$ cat config.mk
export PLATFORM = sky130hd
export DESIGN_NAME = aud_player_flat
export DESIGN_NICKNAME = d
export VERILOG_FILES = /design/src/rtl/aud_player_if.sv /design/src/rtl/aud_player.sv /design/src/flat_wrapper.sv
export SDC_FILE = /design/constraint.sdc
export NUM_CORES = 1
export LEC_CHECK = 0
export ABC_AREA = 1
export CORE_MARGIN = 8
export CORE_UTILIZATION = 45
export DETAILED_ROUTE_END_ITERATION = 10
export MAX_ROUTING_LAYER = met4
export PLACE_DENSITY_LB_ADDON = 0.05
export SLEW_MARGIN = 20
export SYNTH_ARGS = -nofsm -noshare
export SYNTH_HDL_FRONTEND = slang
export SYNTH_SLANG_ARGS = --single-unit
$ cat constraint.sdc
create_clock -name i_clk -period 2.1 [get_ports i_clk]
set_clock_uncertainty 0.1 [all_clocks]
set_input_delay 0.21 -clock i_clk [delete_from_list [all_inputs] [get_ports i_clk]]
set_output_delay 0.21 -clock i_clk [all_outputs]
set_load 0.05 [all_outputs]
$ cat src/rtl/aud_player_if.sv
// rtl/aud_player_if.sv - SRAM read port between the playback engine and sample memory
interface aud_player_if #(
  parameter int ADDR_W = 20,
  parameter int DATA_W = 16
);
  logic [ADDR_W-1:0] address;
  logic [DATA_W-1:0] data;

  modport master (output address, input data);
  modport slave  (input address, output data);
endinterface

$ cat src/rtl/aud_player.sv
// rtl/aud_player.sv - I2S-style playback engine: SRAM samples serialized MSB-first onto DACDAT
module aud_player #(
  parameter int ADDR_W = 20,
  parameter int DATA_W = 16
) (
  input  logic              i_clk,
  input  logic              i_rst_n,
  input  logic              i_lrc,
  input  logic              i_start,
  input  logic              i_pause,
  input  logic              i_stop,
  input  logic              i_loop,
  input  logic [ADDR_W-1:0] i_end_addr,
  aud_player_if.master      sram,
  output logic              o_dacdat,
  output logic              o_busy,
  output logic              o_done
);

  typedef enum logic [2:0] {S_IDLE, S_PAUSE, S_WAIT, S_SEND, S_NEXT} state_t;

  localparam logic [3:0] LAST_BIT = 4'(DATA_W - 1);

  state_t              state_r, state_n;
  logic [ADDR_W-1:0]   addr_r, addr_n;
  logic [DATA_W-1:0]   shift_r, shift_n;
  logic [3:0]          bitcnt_r, bitcnt_n;
  logic                lrc_r;
  logic                done_r, done_n;
  logic                lrc_rise;

  assign lrc_rise = !lrc_r && i_lrc;

  always_ff @(posedge i_clk or negedge i_rst_n) begin
    if (!i_rst_n) begin
      state_r  <= S_IDLE;
      addr_r   <= '0;
      shift_r  <= '0;
      bitcnt_r <= '0;
      lrc_r    <= 1'b0;
      done_r   <= 1'b0;
    end else begin
      state_r  <= state_n;
      addr_r   <= addr_n;
      shift_r  <= shift_n;
      bitcnt_r <= bitcnt_n;
      lrc_r    <= i_lrc;
      done_r   <= done_n;
    end
  end

  // Stop beats pause beats the normal sequence; pause leaves addr alone so the sample replays.
  always_comb begin
    state_n  = state_r;
    addr_n   = addr_r;
    shift_n  = shift_r;
    bitcnt_n = bitcnt_r;
    done_n   = 1'b0;
    if (i_stop) begin
      state_n  = S_IDLE;
      addr_n   = '0;
      shift_n  = '0;
      bitcnt_n = '0;
    end else if (i_pause && state_r != S_IDLE) begin
      state_n = S_PAUSE;
    end else begin
      case (state_r)
        S_IDLE, S_PAUSE: begin
          if (i_start && !i_pause) state_n = S_WAIT;
        end
        S_WAIT: begin
          if (lrc_rise) begin
            shift_n  = sram.data;
            bitcnt_n = '0;
            state_n  = S_SEND;
          end
        end
        S_SEND: begin
          shift_n  = shift_r << 1;
          bitcnt_n = bitcnt_r + 4'd1;
          if (bitcnt_r == LAST_BIT) state_n = S_NEXT;
        end
        S_NEXT: begin
          if (addr_r != i_end_addr) begin
            addr_n  = addr_r + ADDR_W'(1);
            state_n = S_WAIT;
          end else begin
            addr_n = '0;
            if (i_loop) begin
              state_n = S_WAIT;
            end else begin
              state_n = S_IDLE;
              done_n  = 1'b1;
            end
          end
        end
        default: state_n = S_IDLE;
      endcase
    end
  end

  assign sram.address = addr_r;
  assign o_dacdat     = (state_r == S_SEND) && shift_r[DATA_W-1];
  assign o_busy       = (state_r == S_WAIT) || (state_r == S_SEND) || (state_r == S_NEXT);
  assign o_done       = done_r;

endmodule

$ cat src/flat_wrapper.sv
// flat-port wrapper written by rule: the top's interface ports become plain ports
module aud_player_flat 
#(
  parameter int ADDR_W = 20,
  parameter int DATA_W = 16
)
  (i_clk, i_rst_n, i_lrc, i_start, i_pause, i_stop, i_loop, i_end_addr, o_dacdat, o_busy, o_done, sram_address, sram_data);
  aud_player_if #(.ADDR_W(ADDR_W), .DATA_W(DATA_W)) sram_i ();
  input  logic i_clk;
  input  logic i_rst_n;
  input  logic i_lrc;
  input  logic i_start;
  input  logic i_pause;
  input  logic i_stop;
  input  logic i_loop;
  input  logic [ADDR_W-1:0] i_end_addr;
  output logic o_dacdat;
  output logic o_busy;
  output logic o_done;
  output wire logic [$bits(sram_i.address)-1:0] sram_address;
  input wire logic [$bits(sram_i.data)-1:0] sram_data;
  assign sram_address = sram_i.address;
  assign sram_i.data = sram_data;
  aud_player #(.ADDR_W(ADDR_W), .DATA_W(DATA_W)) u_core (.i_clk(i_clk), .i_rst_n(i_rst_n), .i_lrc(i_lrc), .i_start(i_start), .i_pause(i_pause), .i_stop(i_stop), .i_loop(i_loop), .i_end_addr(i_end_addr), .sram(sram_i), .o_dacdat(o_dacdat), .o_busy(o_busy), .o_done(o_done));
endmodule
Yosys cells after proc, flatten, opt, wreduce, memory -nomap -nowiden
Index checks and enable logic that the tools add are counted.
{"block": "word_totals", "rom_bits": 0, "wordCells": 60, "ram_bits": 0, "regBits": 45, "in_bits": 43, "latchBits": 0, "out_inout_bits": 23, "mem_count": 0}
{"block": "classes", "div": 0, "shift": 0, "bitwise_logic": 0, "n_lt_le_gt_ge": 0, "mux": 25, "n_reduce_logical": 16, "add_sub_neg": 2, "eq_ne": 11, "n_mul": 0}
{"op": "2-to-1 mux 20 bit", "count": 4}
{"op": "2-to-1 mux 16 bit", "count": 3}
{"op": "one-hot mux 16 bit (2 select lines)", "count": 1}
{"op": "adder 20 x 1 -> 20 bit (second input constant)", "count": 1}
{"op": "!= test 20 bit", "count": 1}
{"op": "2-to-1 mux 3 bit", "count": 6}
{"op": "2-to-1 mux 4 bit", "count": 3}
{"op": "!= test 4 x 2 -> 1 bit (second input constant)", "count": 3}
{"op": "one-hot mux 3 bit (4 select lines)", "count": 1}
{"op": "one-hot mux 4 bit (2 select lines)", "count": 1}
{"op": "== test 3 x 2 -> 1 bit (second input constant)", "count": 2}
{"op": "AND reduction 3 bit", "count": 2}
{"op": "nonzero test 3 bit", "count": 2}
{"op": "2-to-1 mux 1 bit", "count": 5}
{"op": "adder 4 x 1 -> 4 bit (second input constant)", "count": 1}
{"op": "== test 4 bit (second input constant)", "count": 1}
{"op": "logical AND 1 bit", "count": 4}
{"op": "== test 3 x 1 -> 1 bit (second input constant)", "count": 1}
{"op": "== test 3 bit (second input constant)", "count": 1}
{"op": "zero test 3 bit", "count": 1}
{"op": "!= test 3 x 2 -> 1 bit (second input constant)", "count": 1}
{"op": "zero test 1 bit", "count": 2}
{"op": "logical OR 1 bit", "count": 2}
{"op": "2-to-1 mux 2 bit", "count": 1}
{"op": "other kinds (4)", "count": 4}

Longest topological paths before layout
{"block": "depth", "ltp_word": 6, "ltp_mapped": 12, "mapped_depth_nobuf": 12}

Worst setup path after synthesis
Ideal clock, no wire load.
{"block": "synth_timing", "kind": "register -> register", "from": "register u_core.addr_r[0] (netlist: u_core.sram.address[0])", "to": "register u_core.addr_r[18] (netlist: u_core.sram.address[18])", "t_arrival_ns": 1.730, "path_stages_with_launch": 11, "t_required_ns": 1.882, "slack_ns": 0.152, "path_buffers": 0, "synth_period_minus_slack_ns": 1.948, "path_cell_list": "dfrtp_1 -> ha_1 -> nand3_1 -> inv_1 -> nand2_1 -> nor4_4 -> nand2_1 -> nand2_1 -> nand2_1 -> nand2_1 -> nand2_1"}
{"block": "synth_between", "elab_chain_cells": 5, "word_cells_on_any_way": 6, "classes_between": "add/sub (1); eq/ne (1); mux (4)"}
{"element": "start, declared", "line_no": "aud_player.sv:25", "text": "logic [ADDR_W-1:0] addr_r, addr_n;"}
{"element": "start signal, assigned", "line_no": "aud_player.sv:44", "text": "addr_r <= addr_n;"}
{"element": "adder 20 x 1 -> 20 bit / != test 20 bit (equally long branches)", "line_no": "aud_player.sv:85, aud_player.sv:84"}
{"element": "2-to-1 mux 20 bit (*)", "line_no": "aud_player.sv:84", "text": "if (addr_r != i_end_addr) begin"}
{"element": "2-to-1 mux 20 bit (*)", "line_no": "aud_player.sv:67", "text": "case (state_r)"}
{"element": "2-to-1 mux 20 bit (*)", "line_no": "aud_player.sv:64", "text": "end else if (i_pause && state_r != S_IDLE) begin"}
{"element": "2-to-1 mux 20 bit (*)", "line_no": "aud_player.sv:59", "text": "if (i_stop) begin"}
Every way passes the cells marked *; elsewhere a longest branch is shown, timed or not. The select of a mux whose other input is x is not followed.
A chain may end at the register's enable or synchronous reset.

Worst setup path in the final report
{"block": "layout_timing", "from": "register u_core.addr_r[9] (netlist: u_core.sram.address[9])", "to": "output sram_address[9]"}
{"element": "end, declared", "line_no": "flat_wrapper.sv:20", "text": "output wire logic [$bits(sram_i.address)-1:0] sram_address;"}
No word-level cell between the ends.

==> metrics.md <==
| Metric | Value |
|---|---|
| Outcome | `complete, no violations` |
| # Post-CTS Setup Buffers | `0` |
| CP max FO | `6` |
| Antenna violations before repair | `0` |
| CP top delay family | `buffers and inverters` |
| Cell variety after synth | `29` |
| Worst-path clk slew | `90 ps` |
| R2r setup slk | `260 ps` |
| Adder-cell share of the synthesized area | `0.00903` |
| Setup_tns | `0 ps` |
| DIE AREA | `8920 um^2` |
| Vias | `2685` |
| RSZ-0062 raised after global routing | `false` |
| Mux share of post-synthesis cell area | `0` |
| Crit-path max cell delay | `880 ps` |
| CP Launch Point | `u_core.sram.address[9]$_DFFE_PN0P_` |
| # clock sinks | `45` |
| Maximum vdd drop | `0.000484 V` |
| Num CTS Buffers | `5` |
| DRT Pass-1 Iters | `4` |
| # DRC | `0` |
| Simple-gate share of the synthesized area | `0.384` |
| Worst Max-Slew Pin Slew | `521 ps` |
| Placement Rows | `28` |
| GRT overflow | `0` |
| Flop and latch count out of synthesis | `45` |
| Iteration-0 DRC Markers | `153` |
| Worst hold path class | `in2reg` |
| Pre-CTS setup slack | `152 ps` |
| Reg2reg path depth | `10` |
| Crit-path cells | `clkdlybuf4s50_1` |
| PD cells | `638 nW/um^2` |
| Hold path startpoint | `i_lrc` |
| Maximum clock frequency | `503 MHz` |
| H-tree levels | `2` |
| Fraction of layout cells with a size suffix above 1 | `0.0763` |
| Hold Fails Final Rpt | `0` |
| Routed WL | `7.09 mm` |
| Vias per inst | `4.91` |
| Avg Cell Area, Syn | `7.00 um^2` |
| Crit start category | `flip-flop` |
| Clock buffer depth | `2` |
| Period minus WS final | `1990 ps` |
| Reg2Reg Launch Point | `u_core.sram.address[0]$_DFFE_PN0P_` |
| IO Count | `66` |
| Synthesized instance count | `396` |
| Largest net degree at the start of global routing | `27` |
| Relative slew slack | `0.651` |
| Sequential share of the synthesized area | `0.407` |
| Crit. End Element | `primary output` |
| Arrival time at the worst endpoint | `1680 ps` |
| WL per Instance | `13.0 um` |
| Die Width | `94.5 um` |
| Critical Path RT | `1790 ps` |
| WHS Path Cells | `1` |
| Global Route Usage Sum | `0.171` |
| Yosys warnings | `0` |
| Max Cap Viol | `0` |
| CTS tree | `yes` |
| Layout net count | `516` |
| FF-to-FF End | `u_core.sram.address[8]$_DFFE_PN0P_` |
| Buffers on Ports | `65` |
| WHS Endpoint | `u_core.lrc_r$_DFF_PN0_` |
| ANT cells | `0` |
| XOR/XNOR Fraction of Synth Area | `0.0601` |
| Synthesized Nets | `441` |
| Buffers & Inverters on Critical Path | `1` |
| Crit Path Class | `reg2out` |
| Vias in the first global route | `2629` |
| Pins Over Slew Limit | `0` |
| First-pass GRT wire length | `12.0 mm` |
| P_leak | `0.00172 uW` |
| CP max stage cell | `clkdlybuf4s50_1` |
| Fin crit share | `0.946` |
| GP Congestion | `0.866` |
| Initial Utilization | `0.468` |
| Synth Area in Compound Gates | `0.0528` |
| Largest family of logic cells by synthesized area | `simple AND/OR/NAND/NOR gates` |
| CTS root buf | `clkbuf_8` |
| Core Area | `5920 um^2` |
| Clk Latency, worst-skew pair | `300 ps` |
| Fin worst setup slack | `114 ps` |
| Hold_ws | `284 ps` |
| Filler Cell Count | `570` |
| Final Power | `2320 uW` |
| Synth Cell Area | `2770 um^2` |
| Final setup fails | `0` |
| Post-route ant nets | `0` |
| Synth-to-layout area growth | `31.3%` |
| Chip height | `94.5 um` |
| CTS resizes | `0` |
| Hpwl dp | `5.67 mm` |
layer usage:
layer	track usage	part of all wire
met1	0.205	0.43
met2	0.283	0.50
met3	0.0294	0.048
met4	0.0624	0.017
met5	-	0
worst reg2reg max path: stages (launching register included):
cell and delay (ps):
dfrtp_1 490, inv_2 110, nand2_1 70, nand2_1 40, nor2_1 120, nand2_1 100, nor2_2 170, nand3_2 140
o21ai_2 170, buf_4 160, nor3_1 50
final cells by class:
| cell class | instances | area (um^2) | area share |
|---|---|---|---|
| clock buffer | 8 | 80.1 | 0.0220 |
| timing repair buffer | 76 | 738 | 0.203 |
| sequential | 45 | 1130 | 0.310 |
| tap | 75 | 93.8 | 0.0258 |
| multi-input combinational | 291 | 1400 | 0.386 |
| inverter | 52 | 195 | 0.0537 |
stage by stage:
step,util,std cells,area [um^2]
after floorplan,-,396,2770
after global placement,0.599,538,3550
after detailed placement,0.599,538,3550
after CTS,0.614,547,3640
after global routing,0.614,547,3640
final,0.614,547,3640
cells in the final DEF, fill, tap and decap left out, types with 4 or more instances in the layout:
master / n
nand2_1: 132
a21oi_1: 5
dfrtp_1: 45
o21ai_0: 12
xor2_1: 15
nor3_1: 10
nor2_1: 45
buf_4: 11
nand4_1: 6
clkbuf_8: 5
inv_2: 6
clkdlybuf4s50_1: 62
nand3_1: 39
xnor2_1: 4
inv_1: 46
worst max path at each step:
stage | endpoint | cells past startpoint
2_1_floorplan | u_core.sram.address[18]$_DFFE_PN0P_ | 10
3_3_place_gp | u_core.sram.address[8]$_DFFE_PN0P_ | 11
3_5_place_dp | u_core.sram.address[14]$_DFFE_PN0P_ | 11
4_1_cts | sram_address[9] | 1
5_1_grt | sram_address[9] | 1
6_report | sram_address[9] | 1
power by group:
group / switching [uW] / total (uW) / internal, uW
Combinational: 408 / 677 / 269
Sequential: 104 / 1130 / 1020
Clock: 281 / 518 / 237
registers in the layout (all words and copies together) (netlist names):
name and flops:
u_core.shift_r 16, u_core.bitcnt_r 4, u_core.o_done 1, u_core.lrc_r 1, u_core.state_r 3, u_core.sram.address 20
cell usage after synthesis (all sizes together):
master	n	area share
xnor2	4	0.013
o21ai	15	0.030
nor3b	1	0.0027
inv	52	0.070
nand2	133	0.18
nand3	41	0.078
xor2	15	0.047
nor4	2	0.0099
dfrtp	45	0.41
nand4	6	0.014
a22oi	3	0.0081
o211ai	1	0.0027
nand3b	1	0.0027
nor2	48	0.068
a22o	1	0.0032
buf	8	0.017
ha	2	0.0090
a21oi	5	0.0090
nor3	13	0.029
cell families after synthesis:
kind of cell	count (synthesis)
AND/OR/NAND/NOR	245
buffers and inverters	60
flip-flops	45
AO/OA/AOI/OAI	25
XOR/XNOR	19
adder cells (fa/ha/maj)	2
what timing repair did:
action	4_1_cts	5_1_grt
hold buffers	1	0
setup endpoints to repair	0	0
hold endpoints to repair	19	0
Power figures use the tool's default switching activity.
==> edit: new RTL, config.mk and constraints unchanged <==
Reset style: synchronous (`i_rst_n`), changed in one clocked block.
--- a/src/rtl/aud_player.sv
+++ b/src/rtl/aud_player.sv
@@ -31,7 +31,7 @@
 
   assign lrc_rise = !lrc_r && i_lrc;
 
-  always_ff @(posedge i_clk or negedge i_rst_n) begin
+  always_ff @(posedge i_clk) begin
     if (!i_rst_n) begin
       state_r  <= S_IDLE;
       addr_r   <= '0;
Check against the original RTL: differs if i_rst_n is asserted again (counterexample within 4 cycles, from zero or initial values and one cycle with i_rst_n low); with i_rst_n held inactive, the same outputs for 10 cycles.
==> edit against the unedited design <==
Cell area down 8.6%. Area after synthesis is 12% lower. Wire length shrank 18%. Register-to-register slack improved by 0.06 ns. Worst setup slack worse by 0.012 ns. Sequential cell count stayed put. Critical path type unchanged. Critical endpoint unchanged. Largest cell class unchanged. Highest routed layer unchanged.
Power is not compared: it rests on default switching activity, and its combinational part moved more than twofold at a synthesized area within 25%.
==> edit: results (changes against the unedited design) <==
- Ant diodes: 0 (unchanged)
- Via Count: 2417 (-10%)
- Maximum VDD drop: 0.3012 mV
- H-tree level count: 2 (unchanged)
- Worst-Margin Slew: 0.5059 ns (-0.01535 ns)
- Largest net degree at the start of global routing: 22 (-19%)
- Met2 wire length: 2863 µm (-19%)
- Ys flop type: dfxtp_1
- Syn Nets: 402 (-8.8%)
- Clk buf depth: 2 (unchanged)
- Post-Place Cells: 496 (-7.8%)
- GR Util All Layers: 0.1510 (-0.02029)
- Synth cell count leaders: nand2_1, dfxtp_1, inv_1
- Worst hold-check path type: primary input to flop
- Yosys warnings: 0 (unchanged)
- Cells after Synth: 357 (-9.8%)
- First-pass GRT wire length: 10210 µm (-15%)
- Final GP Congestion: 0.8151 (-5.8%)
- Post-DP HPWL: 4622 µm (-18%)
- Filler cells: 519 (-8.9%)
- Layout cells sized above 1: 0.09049 (+0.01422)
- Critical Path AT: 1.69 ns
- Netlist cell types: 31 (+6.9%)
- Final net count: 476 (-7.8%)
- Ys async rst share: 0 (-1.000)
- M1 WL: 2612 µm (-15%)
- Worst-path fanout max: 7 (+1)
- Area post-placement: 0.003237 mm² (-8.7%)
- Root buf cell: clkbuf_8
- 1st-iter DRT viols: 90 (-41%)
- Detailed route wirelength on metal3: 240 µm (-29%)
- Register area share after synthesis: 0.3685 (-0.03803)
- Vias/cell: 4.805 (-2.1%)
- Area contributors post-synth: dfxtp_1, nand2_1, inv_1
- Outcome: completed
- Drt wl/cell: 11.55 µm (-11%)
edit: power breakdown:
part | leakage, nW | total (mW) | internal [mW] | switching [mW]
Sequential | 0.363 | 0.862 | 0.859 | 0.00299
Clock | 0.0443 | 0.539 | 0.261 | 0.278
Combinational | 0.937 | 0.182 | 0.106 | 0.0759
edit: cells by family after synthesis:
| logic type | share of synthesized area |
|---|---|
| xor+xnor | 0.07523 |
| fa+ha+maj | 0.01023 |
| buf+inv | 0.08956 |
| simple gates | 0.3337 |
| flops | 0.3685 |
| compound gates | 0.1228 |
edit: tightest hold or removal path, delay by kind of cell:
kind / cells / cell delay (ns)
buffers and inverters: 2 / 0.45
AND/OR/NAND/NOR: 1 / 0.06
edit: per-stage QoR:
step / util / setup WS (ns)
floorplan: - / 0.06997
global placement: 0.6026 / 0.1677
detailed placement: 0.6026 / 0.1116
CTS: 0.6187 / 0.1041
global route: 0.6187 / 0.06525
finish: 0.6187 / 0.1017
edit: metal layers:
metal | GRT usage | vias to the layer above
met2 | 0.2620 | 47
met4 | 0.05078 | 0
li1 | - | 1288
met3 | 0.03990 | 10
met5 | - | -
met1 | 0.1628 | 1072
edit: final timing paths:
path	start	end	slack (ns)	cells past startpoint
worst max register to register	u_core.sram.address[8]	u_core.sram.address[7]	0.32	10
worst min register to register	u_core.shift_r[0]	u_core.shift_r[0]	0.38	2
worst min-delay path	i_rst_n	u_core.lrc_r	0.37	3
worst max-delay path	u_core.sram.address[9]	sram_address[9]	0.10	1
edit: area by class of cell:
| type | count | area share |
|---|---|---|
| clock buffers | 7 | 0.02598 |
| well taps | 72 | 0.02711 |
| flip-flops and latches | 45 | 0.2711 |
| inverters | 46 | 0.05196 |
| repair buffers | 75 | 0.2244 |
| multi-input cells | 258 | 0.3995 |
